===== config.mk =====
export PLATFORM = sky130hd
export DESIGN_NAME = dct2_coeff_reorder
export DESIGN_NICKNAME = d
export VERILOG_FILES = /design/src/rtl/dct2_coeff_reorder.sv
export SDC_FILE = /design/constraint.sdc
export NUM_CORES = 1
export LEC_CHECK = 0
export CELL_PAD_IN_SITES_DETAIL_PLACEMENT = 0
export CELL_PAD_IN_SITES_GLOBAL_PLACEMENT = 1
export CORE_UTILIZATION = 35
export CTS_CLUSTER_SIZE = 14
export DETAILED_ROUTE_END_ITERATION = 10
export GPL_TIMING_DRIVEN = 1
export PLACE_DENSITY_LB_ADDON = 0.1
export SYNTH_ARGS = -nofsm -noshare
export SYNTH_HDL_FRONTEND = slang
export SYNTH_SLANG_ARGS = --single-unit

===== constraint.sdc =====
create_clock -name clk -period 1.61 [get_ports clk]
set_input_delay 0.161 -clock clk [delete_from_list [all_inputs] [get_ports clk]]
set_output_delay 0.161 -clock clk [all_outputs]
set_load 0.1 [all_outputs]

===== src/rtl/dct2_coeff_reorder.sv =====
// dct2_coeff_reorder: butterfly-order DCT2 outputs -> natural order, LANES per beat.
// Optional DCT2_REORDER_SHIFT_EN adds a rounding, saturating right shift at capture.
module dct2_coeff_reorder #(
  parameter int DW        = 16,
  parameter int MAX_LOG2N = 5,
  parameter int LANES     = 4
) (
  input  logic                          clk,
  input  logic                          rst_n,
  input  logic                          in_valid,
  output logic                          in_ready,
  input  logic [2:0]                    in_size,
  input  logic [(2**MAX_LOG2N)*DW-1:0]  in_data,
`ifdef DCT2_REORDER_SHIFT_EN
  input  logic [3:0]                    in_shift,
`endif
  output logic                          out_valid,
  input  logic                          out_ready,
  output logic [LANES*DW-1:0]           out_data,
  output logic                          out_first,
  output logic                          out_last,
  output logic [2:0]                    out_size,
  output logic                          size_err
);

  localparam int MAXN  = 2**MAX_LOG2N;
  localparam int MAXS  = MAX_LOG2N - 2;
  localparam int NBEAT = MAXN / LANES;
  localparam int BW    = (NBEAT > 1) ? $clog2(NBEAT) : 1;
  localparam int BASE  = 4 / LANES;

  localparam logic [2:0] MAXS_C = 3'(MAXS);

  localparam logic [0:0] IDLE = 1'b0;
  localparam logic [0:0] SEND = 1'b1;

  // Butterfly slot feeding natural index k of an n-point transform.
  // k = 0 and k = n/2 land on E2[0], E2[1] (slots 0, 1).
  function automatic int slot_of(int n, int k);
    int t;
    int o;
    t = 0;
    o = k;
    if (k == 0 || k >= n) return 0;
    while (o % 2 == 0) begin
      o = o / 2;
      t++;
    end
    return ((n >> t) / 2) + (o - 1) / 2;
  endfunction

  logic [MAXS:0][MAXN*DW-1:0] perm;

  for (genvar gs = 0; gs <= MAXS; gs++) begin : g_size
    for (genvar gk = 0; gk < MAXN; gk++) begin : g_k
      localparam int NS = 4 << gs;
      localparam int SL = slot_of(NS, gk);
      if (gk < NS) begin : g_on
        assign perm[gs][gk*DW +: DW] = in_data[SL*DW +: DW];
      end else begin : g_off
        assign perm[gs][gk*DW +: DW] = '0;
      end
    end
  end

  logic               size_bad;
  logic [2:0]         size_eff;
  logic [MAXN*DW-1:0] reord;
  logic [MAXN*DW-1:0] cap_data;

  assign size_bad = in_size > MAXS_C;
  assign size_eff = size_bad ? MAXS_C : in_size;

  // Select the permutation for the clamped size.
  always_comb begin
    reord = '0;
    for (int s = 0; s <= MAXS; s++) begin
      if (size_eff == 3'(s)) reord = perm[s];
    end
  end

`ifdef DCT2_REORDER_SHIFT_EN
  function automatic logic [DW-1:0] rshift(
    input logic [DW-1:0] x,
    input logic [3:0]    sh
  );
    logic signed [DW:0] w;
    logic signed [DW:0] one;
    if (sh == 4'd0) return x;
    one = (DW+1)'(1);
    w   = $signed({x[DW-1], x});
    w   = w + (one <<< (sh - 4'd1));
    w   = w >>> sh;
    if (w[DW] != w[DW-1]) begin
      return w[DW] ? {1'b1, {(DW-1){1'b0}}}
                   : {1'b0, {(DW-1){1'b1}}};
    end
    return w[DW-1:0];
  endfunction

  // Round and saturate each coefficient on its way into the register.
  always_comb begin
    cap_data = '0;
    for (int k = 0; k < MAXN; k++) begin
      cap_data[k*DW +: DW] = rshift(reord[k*DW +: DW], in_shift);
    end
  end
`else
  assign cap_data = reord;
`endif

  logic [0:0]         state;
  logic [BW-1:0]      cnt;
  logic [BW-1:0]      cnt_last;
  logic [BW-1:0]      nb_m1;
  logic [MAXN*DW-1:0] coef;
  logic [2:0]         size_q;
  logic               serr_q;
  logic               cap;
  logic               fire;

  logic [NBEAT-1:0][LANES*DW-1:0] beats;

  assign nb_m1     = BW'((BASE << size_eff) - 1);
  assign beats     = coef;
  assign out_data  = beats[cnt];
  assign out_valid = (state == SEND);
  assign out_first = out_valid && (cnt == '0);
  assign out_last  = out_valid && (cnt == cnt_last);
  assign out_size  = size_q;
  assign size_err  = serr_q;

  // Reset gates in_ready so nothing is taken while rst_n is low.
  assign in_ready = rst_n &&
                    ((state == IDLE) || (out_last && out_ready));
  assign cap      = in_valid && in_ready;
  assign fire     = out_valid && out_ready;

  // Capture reloads everything; otherwise walk beats on accept.
  always_ff @(posedge clk) begin
    if (!rst_n) begin
      state    <= IDLE;
      cnt      <= '0;
      cnt_last <= '0;
      coef     <= '0;
      size_q   <= '0;
      serr_q   <= 1'b0;
    end else begin
      serr_q <= cap && size_bad;
      if (cap) begin
        state    <= SEND;
        cnt      <= '0;
        cnt_last <= nb_m1;
        coef     <= cap_data;
        size_q   <= size_eff;
      end else if (fire) begin
        if (out_last) begin
          state <= IDLE;
          cnt   <= '0;
        end else begin
          cnt <= cnt + 1'b1;
        end
      end
    end
  end

endmodule

# --- Word level (Yosys, flattened, before mapping) ---
# Index checks and enable logic that the tools add are counted.
totals:
  regBits: 523
  word_cells: 42
  out_inout_bits: 72
op_classes:
  muxes: 11
  eq_ne: 4
  magnitude_cmp: 2
  shift: 1
  add_sub_neg: 2
  bitwise: 2
  reduce_logical: 14
ops:
  columns: ["op", "count"]
  rows:
  - ["$mux 512", 2]
  - ["$bmux 64 s3", 1]
  - ["$mux 128", 1]
  - ["$mux 64", 2]
  - ["$logic_and 1x1->1", 7]
  - ["$eq 3x2->1 const B", 2]
  - ["$logic_not 3->1", 2]
  - ["$mux 3", 2]
  - ["$lt 3x4->1 const B", 1]
  - ["$reduce_bool 2->1", 2]
  - ["$add 3x1->3 const B", 1]
  - ["$eq 3x1->1 const B", 1]
  - ["$eq 3x3->1", 1]
  - ["$gt 3x2->1 const B", 1]
  - ["$mux 1", 3]
  - ["$shl 1x3->3 const A", 1]
  - ["$sub 3x2->3 const B", 1]
  - ["$not 1->1", 2]
  - ["$reduce_and 2->1", 1]
  - ["$reduce_or 2->1", 1]
  - ["$logic_or 1x1->1", 1]

# --- Logic depth before layout (Yosys ltp) ---
# Gate-level depths: netlist of the first run.
logic_depth:
  depth_word: 8
  depth_mapped: 8

# --- Least setup slack after synthesis of the first run ---
# Ideal clock, no wire load.
synth_path:
  kind: "register -> output"
  startpoint: "register cnt[0]"
  endpoint: "output in_ready"
  t_required_ps: 1449
  stages_incl_launch_ff: 8
  setup_slack_ps: -1138
  arrival_time_ps: 2587
  cell_sequence: "dfxtp_1 -> buf_2 -> buf_4 -> buf_4 -> xor2_1 -> nor3_1 -> a21boi_0 -> nor2_1"
synth_via:
  elab_chain_cells: 5
synth_lines:
  columns: ["element", "line", "text"]
  rows:
  - ["start, declared", "113", "logic [BW-1:0] cnt;"]
  - ["start signal, assigned", "161", "cnt <= cnt + 1'b1;"]
  - ["$eq 3x3->1", "129", "assign out_last = out_valid && (cnt == cnt_last);"]
  - ["$logic_and 1x1->1", "129", null]
  - ["$logic_and 1x1->1", "135", "((state == IDLE) || (out_last && out_ready));"]
  - ["$logic_or 1x1->1", "135", null]
  - ["$logic_and 1x1->1", "134", "assign in_ready = rst_n &&"]
  - ["end, declared", "11", "output logic in_ready,"]
# No other way between the ends.

# --- Worst setup path after layout of the first run ---
layout_path:
  startpoint: "register cnt[0]"
  endpoint: "output out_data[55]"
layout_via:
  elab_chain_cells: 2
layout_lines:
  columns: ["element", "line", "text"]
  rows:
  - ["$bmux 64 s3", "126", "assign out_data = beats[cnt];"]
  - ["$mux 64 (implied by the code)", "126", null]
  - ["end, declared", "19", "output logic [LANES*DW-1:0] out_data,"]
# No other way between the ends. The select of a mux whose other input is x is not followed.

==> impl_metrics.yaml, run 1 <==
logic_synthesis:
  synth_edf_count: 0
  ys_warn_count: 0
  syn_area_per_cell_um2: 9.292
  syn_area_um2: 26780
  synth_seq_area_share: 0.3910
  synth.distinct_cells: 47
  synth-main-ff-cell: "dfxtp_1"
  async_reset_ff_frac: 0
  syn_nets: 3404
  synth_cells: 2882
  ys_ff_latch: 523
global_routing:
  overflow: 0
  grtUsageMet1: 0.4857
  grt_max_degree: 119
  grt_pass1_wl_um: 207000
  grt_use_total: 0.3649
  antenna_found_initial: 27
  grt-busiest-layer: "met2"
  met3_usage: 0.05910
  grt_pass1_vias: 28880
  use_met2: 0.5937
critical_path:
  r2r-start: "cnt[0]"
  critPathKind: "flip-flop to output port"
  cp-startpoint: "cnt[0]"
  cpMostUsedCell: "buf_12"
  cp-start-kind: "flip-flop"
  required_ps: 1450
  cp_slowest_cell: "mux4_2"
  crit_chain: "buf_12, buf_12, buf_16, mux4_2, mux2_4, buf_12"
  critical-path-max-stage-delay_ps: 550
  crit_buf_inv: 4
  cp_max_fo: 8
  critical_path.top_delay_family: "multiplexers"
  critPathCaptureType: "output port"
  worstPathArrival_ps: 2520
pwr:
  power_frac_comb: 0.331
  ir_drop_mv: 0.8619
  pwr-share-seq: 0.327
  power_leakage_nw: 18.31
  p_per_area_nw_per_um2: 967.8
  p_sw_mw: 14.70
  clockPowerShare: 0.342
  finalPower_mw: 45.45
  internal-power_mw: 30.75
  p_sw_frac: 0.3234
timing:
  rsz0062_at_grt: "true"
  slew_viol_final: 0
  skew_ps: 38.09
  holdWs_ps: 39.11
  fin_crit_sh: 1.668
  setup_viol: 589
  tightest_slew_ps: 720.0
  slew_headroom: 0.5200
  post-route-min-period_ps: 2685
  fmax_mhz: 372.4
  setup_ws_ps: -1075
  hold_viol_final: 0
  setup-tns-final_ps: -458640
drt:
  post_drt_wl_per_cell_um: 30.43
  drt-initial-drc-count: 3013
  vias_per_cell: 6.055
  antenna_left: 0
  drt_first_pass_iters: 7
  route.detailed.drc: 0
  vias: 29290
  finalWirelength_um: 147200
cells_and_area:
  final_common_cell: "dfxtp_1"
  nets: 4314
  fin_area_um2: 46960
  final_cell_mix: "519 x dfxtp_1, 514 x clkdlybuf4s50_1, 344 x nand3_1"
  multiInputGateArea_um2: 17720
  num-fill-cells: 6040
  synthToLayoutAreaGrowth_pct: 75.37
  seq_area_um2: 10490
  drive_gt1_frac: 0.3943
placement:
  io_buffer_count: 590
  dp_hpwl_um: 98270
  gp_congestion: 0.9235
  post_dp_cell_area_um2: 36850
  dp_slack_ps: -550.6
floorplanning:
  fp.dieW_um: 278.6
  num_io_pins: 591
  fp-row-count: 101
  die_h_um: 278.6
  coreArea_um2: 75820
  dieArea_um2: 77620
  start_util: 0.3532
cts:
  h-tree-depth: 2
  cts.sinks: 523
  cts.path.max_buffers: 3
  cts_tree: "yes"
  clock_latency_ps: 680
  numCtsBuffers: 61
  clk_pin_slew_ps: 60
  root_buffer: "clkbuf_16"
run:
  cap_violations: 0
worst_hold_path:
  hp-class: "input port to flip-flop"
  hp-start: "in_data[429]"
run_status:
  status: "complete, but fails checks"
  failed_checks: "negative setup slack"
[sequential cells by signal (all words and copies together), names as in the netlist]
name / flops
size_err: 1
cnt: 3
out_valid: 1
beats: 512
out_size: 3
cnt_last: 3
[Yosys cell counts, drive strengths merged (3+ instances only)]
cell    number  area (um2)
a211oi      67       538.0
a21oi       66       330.3
a221oi     160        2102
a222oi      32       320.3
a22o        32       280.3
and2         3       18.77
buf        204        1176
clkbuf     127       478.0
dfxtp      523       10470
ha           3       37.54
inv          3       11.26
mux2        96        1081
mux2i       33       330.3
mux4       128        2883
nand2      372        1396
nand2b      34       212.7
nand3      513        2567
nor2       220       825.8
nor3       130       665.6
o211ai      32       240.2
o21ai       32       160.2
o221ai      16       140.1
o32a        32       320.3
xnor2        4       35.03
xor2         3       26.28
[kinds of logic (layout without fill, tap and decap cells)]
kind of cell    after synthesis  after routing  share of synthesized area
compound gates              476            477                     0.1676
other cells                   0             15                          0
simple gates               1282           1282                     0.2151
mux                         257            257                     0.1604
fa+ha+maj                     3              3                   0.001402
buf+inv                     334           1296                    0.06219
xor+xnor                      7              7                   0.002290
flops                       523            523                     0.3910
[worst register-to-register path: cells and delay by family, from the launching register on]
kind,cells,cell delay [ps]
buffers and inverters,10,1340
AO/OA/AOI/OAI,2,520
flip-flops,1,350
XOR/XNOR,1,240
AND/OR/NAND/NOR,1,40
[worst paths after layout]
| path | endpoint | slack [ps] | cells past startpoint |
|---|---|---|---|
| max reg2reg | beats[118] | -960 | 14 |
| min | beats[349] | 40 | 3 |
| min reg2reg | beats[499] | 440 | 2 |
| max | out_data[55] | -1080 | 6 |
[per-layer routing]
| metal | wire [um] | vias to the layer above |
|---|---|---|
| li1 | - | 12700 |
| met4 | 5606 | 16 |
| met3 | 12300 | 261 |
| met1 | 59610 | 14740 |
| met2 | 69610 | 1577 |
| met5 | 98 | - |
[repair_timing]
action | 4_1_cts | 5_1_grt
setup endpoints to repair | 588 | 589
hold buffers | 1 | 0
setup buffers | 109 | 50
pin swaps | 128 | 215
resized for setup | 499 | 381
hold endpoints to repair | 7 | 0
cloned | 101 | 9
[final cells by class]
class,count,area share
flip-flops and latches,523,0.2233
repair buffers,1177,0.3248
clock buffers,77,0.03703
well taps,978,0.02606
clock inverters,39,0.01044
multi-input cells,2026,0.3772
diodes,15,0.0007993
inverters,3,0.0003996
[stage by stage]
stage               instances  utilization
finish                   4838       0.6194
global route             4836       0.6193
CTS                      4799       0.5965
detailed placement       4477       0.4861
global placement         4477       0.4861
floorplan                2882            -
[power groups by stage]
stage                     sequential, mW  combinational, mW  clock, mW
after detailed placement            15.0               10.3          0
after global routing                14.9               15.5       16.2
after CTS                           14.8               14.2       15.6
after global placement              15.0               10.3          0
after floorplan                     14.7               5.42          0
final                               14.8               15.1       15.6
Power figures use the tool's default switching activity.
==> run 2, diff against run 1 <==
--- a/config.mk
+++ b/config.mk
@@ -10,7 +10,9 @@
 export CORE_UTILIZATION = 35
 export CTS_CLUSTER_SIZE = 14
 export DETAILED_ROUTE_END_ITERATION = 10
-export GPL_TIMING_DRIVEN = 1
+export GPL_TIMING_DRIVEN = 0
+export HOLD_SLACK_MARGIN = 0.02
+export MAX_ROUTING_LAYER = met4
 export PLACE_DENSITY_LB_ADDON = 0.1
 export SYNTH_ARGS = -nofsm -noshare
 export SYNTH_HDL_FRONTEND = slang
==> run 2 against run 1 <==
Compared with the run above:
- utilization decreased by 7.2 points
- clock skew decreased by 15 ps
- design area decreased by 12%
- final cell count decreased by 3.2%
- critical endpoint is now out_data[8]
- sequential cell count unchanged
- the flow finishes with violations (design-rule violations, negative setup slack)
- non-clock buffer count decreased by 146
- hold slack improved by 26 ps
- fmax decreased by 5.0%
- largest power group is now registers
- highest routed layer is now met4
==> impl_metrics.yaml, run 2 (synthesized netlist as in run 1, its figures left out) <==
run_status:
  status: "complete, but fails checks"
  failed_checks: "design-rule violations, negative setup slack"
cts:
  h-tree-depth: 2
  cts.path.max_buffers: 3
  cts_hold_buf: 0
  root_buffer: "clkbuf_16"
  clock_latency_ps: 640
  cts.sinks: 523
  numCtsBuffers: 61
  clk_pin_slew_ps: 60
  cts_tree: "yes"
drt:
  post_drt_wl_per_cell_um: 33.64
  vias: 29040
  route.detailed.drc: 2
  drt-initial-drc-count: 3330
  vias_per_cell: 6.200
  antenna_left: 0
  finalWirelength_um: 157600
  drt_first_pass_iters: 11
pwr:
  ir_drop_mv: 0.9306
  finalPower_mw: 42.47
  power_leakage_nw: 16.12
  p_per_area_nw_per_um2: 1024
cells_and_area:
  synthToLayoutAreaGrowth_pct: 54.90
  final_common_cell: "dfxtp_1"
  final_util: 0.5470
  fin_cells: 4684
  drive_gt1_frac: 0.2903
  largest_register_ffs: 512
  final_cell_mix: "521 x dfxtp_1, 515 x clkdlybuf4s50_1, 493 x nand3_1"
  nets: 4167
timing:
  fin_crit_sh: 1.756
  hold_viol_final: 0
  slew_viol_final: 0
  skew_ps: 23.26
  setup-tns-final_ps: -407920
  tightest_slew_ps: 1295
  setup_viol: 590
  rsz0062_at_grt: "true"
  slew_headroom: 0.1366
  setup_ws_ps: -1218
  fmax_mhz: 353.6
  post-route-min-period_ps: 2828
critical_path:
  required_ps: 1450
  critPathKind: "flip-flop to output port"
  worstPathArrival_ps: 2670
  cp_slowest_cell: "mux4_2"
  reg2reg_setup_slack_ps: -840
  critPathCaptureType: "output port"
  cpMostUsedCell: "buf_12"
  critical_path.top_delay_family: "multiplexers"
  cp_max_fo: 7
  crit_buf_inv: 5
  critical-path-max-stage-delay_ps: 540
  cp-start-kind: "flip-flop"
  crit_chain: "buf_12, buf_12, buf_16, clkbuf_16, mux4_2, mux2_4, buf_12"
global_routing:
  antenna_found_initial: 13
  grt_pass1_wl_um: 206600
  grt_pass1_vias: 27030
  grt_max_degree: 16
  grt_use_total: 0.3902
  overflow: 0
floorplanning:
  start_util: 0.3532
  fp-row-count: 101
  coreArea_um2: 75820
  dieArea_um2: 77620
  die_h_um: 278.6
  num_io_pins: 591
  fp.dieW_um: 278.6
placement:
  dp_hpwl_um: 119700
  placed_cells_incl_taps: 4447
  io_buffer_count: 587
  gp_congestion: 1.036
worst_hold_path:
  hp-class: "input port to flip-flop"
run:
  cap_violations: 0
## run 2: per-stage QoR
stage	instance area (um2)	worst slack (ps)	hold WS (ps)
3_3_place_gp	34200	-2222	438.3
2_1_floorplan	27100	-321.8	284.0
3_5_place_dp	34200	-2236	442.6
6_report	41480	-1218	65.58
5_1_grt	41480	-1219	68.69
4_1_cts	38090	-1192	37.79
## run 2: worst register-to-register path, stage by stage, from the launching register on
cell	delay (ps)
dfxtp_2	340
buf_12	150
buf_4	140
buf_6	130
xnor2_4	190
a41o_1	300
buf_6	160
buf_12	140
buf_6	110
buf_12	140
buf_12	130
buf_4	100
o211ai_1	200
a21oi_1	190
## run 2: timing repair
action	CTS	global route
endpoints found under the setup margin	595	595
gates resized for setup	785	527
cloned	11	34
pin swaps	4	172
buffers inserted	19	52
## run 2: where the power goes
group	switching, mW	total (mW)	leakage [nW]	internal (mW)
sequential	0.908	14.9	4.30	14.0
clock	6.01	14.8	1.04	8.78
combinational	7.14	12.7	10.8	5.60
total	14.1	42.5	16.1	28.4
## run 2: final cells by class
cell class / count / area [um2]
fillers: 6713 / 34340
inverters: 3 / 13.76
multi-input cells: 2025 / 16260
clock inverters: 32 / 367.9
clock buffers: 79 / 1757
plain buffers: 330 / 2853
well taps: 978 / 1224
repair buffers: 701 / 8497
flip-flops and latches: 523 / 10480
diodes: 13 / 32.53
## run 2: worst paths after layout
path,from,endpoint,cells past startpoint
max,cnt[0],out_data[8],7
min,in_data[428],beats[348],3
max reg2reg,cnt[0],beats[43],13
min reg2reg,beats[406],beats[406],2
## run 2: layer usage
layer | share of wire | track usage | up-vias | routed length, um
met5 | 0 | - | - | 0
met4 | 0.061 | 0.1886 | 0 | 9600
met3 | 0.085 | 0.06909 | 406 | 13370
met2 | 0.45 | 0.5970 | 1807 | 70860
met1 | 0.40 | 0.4973 | 14480 | 63750
li1 | - | - | 12350 | -
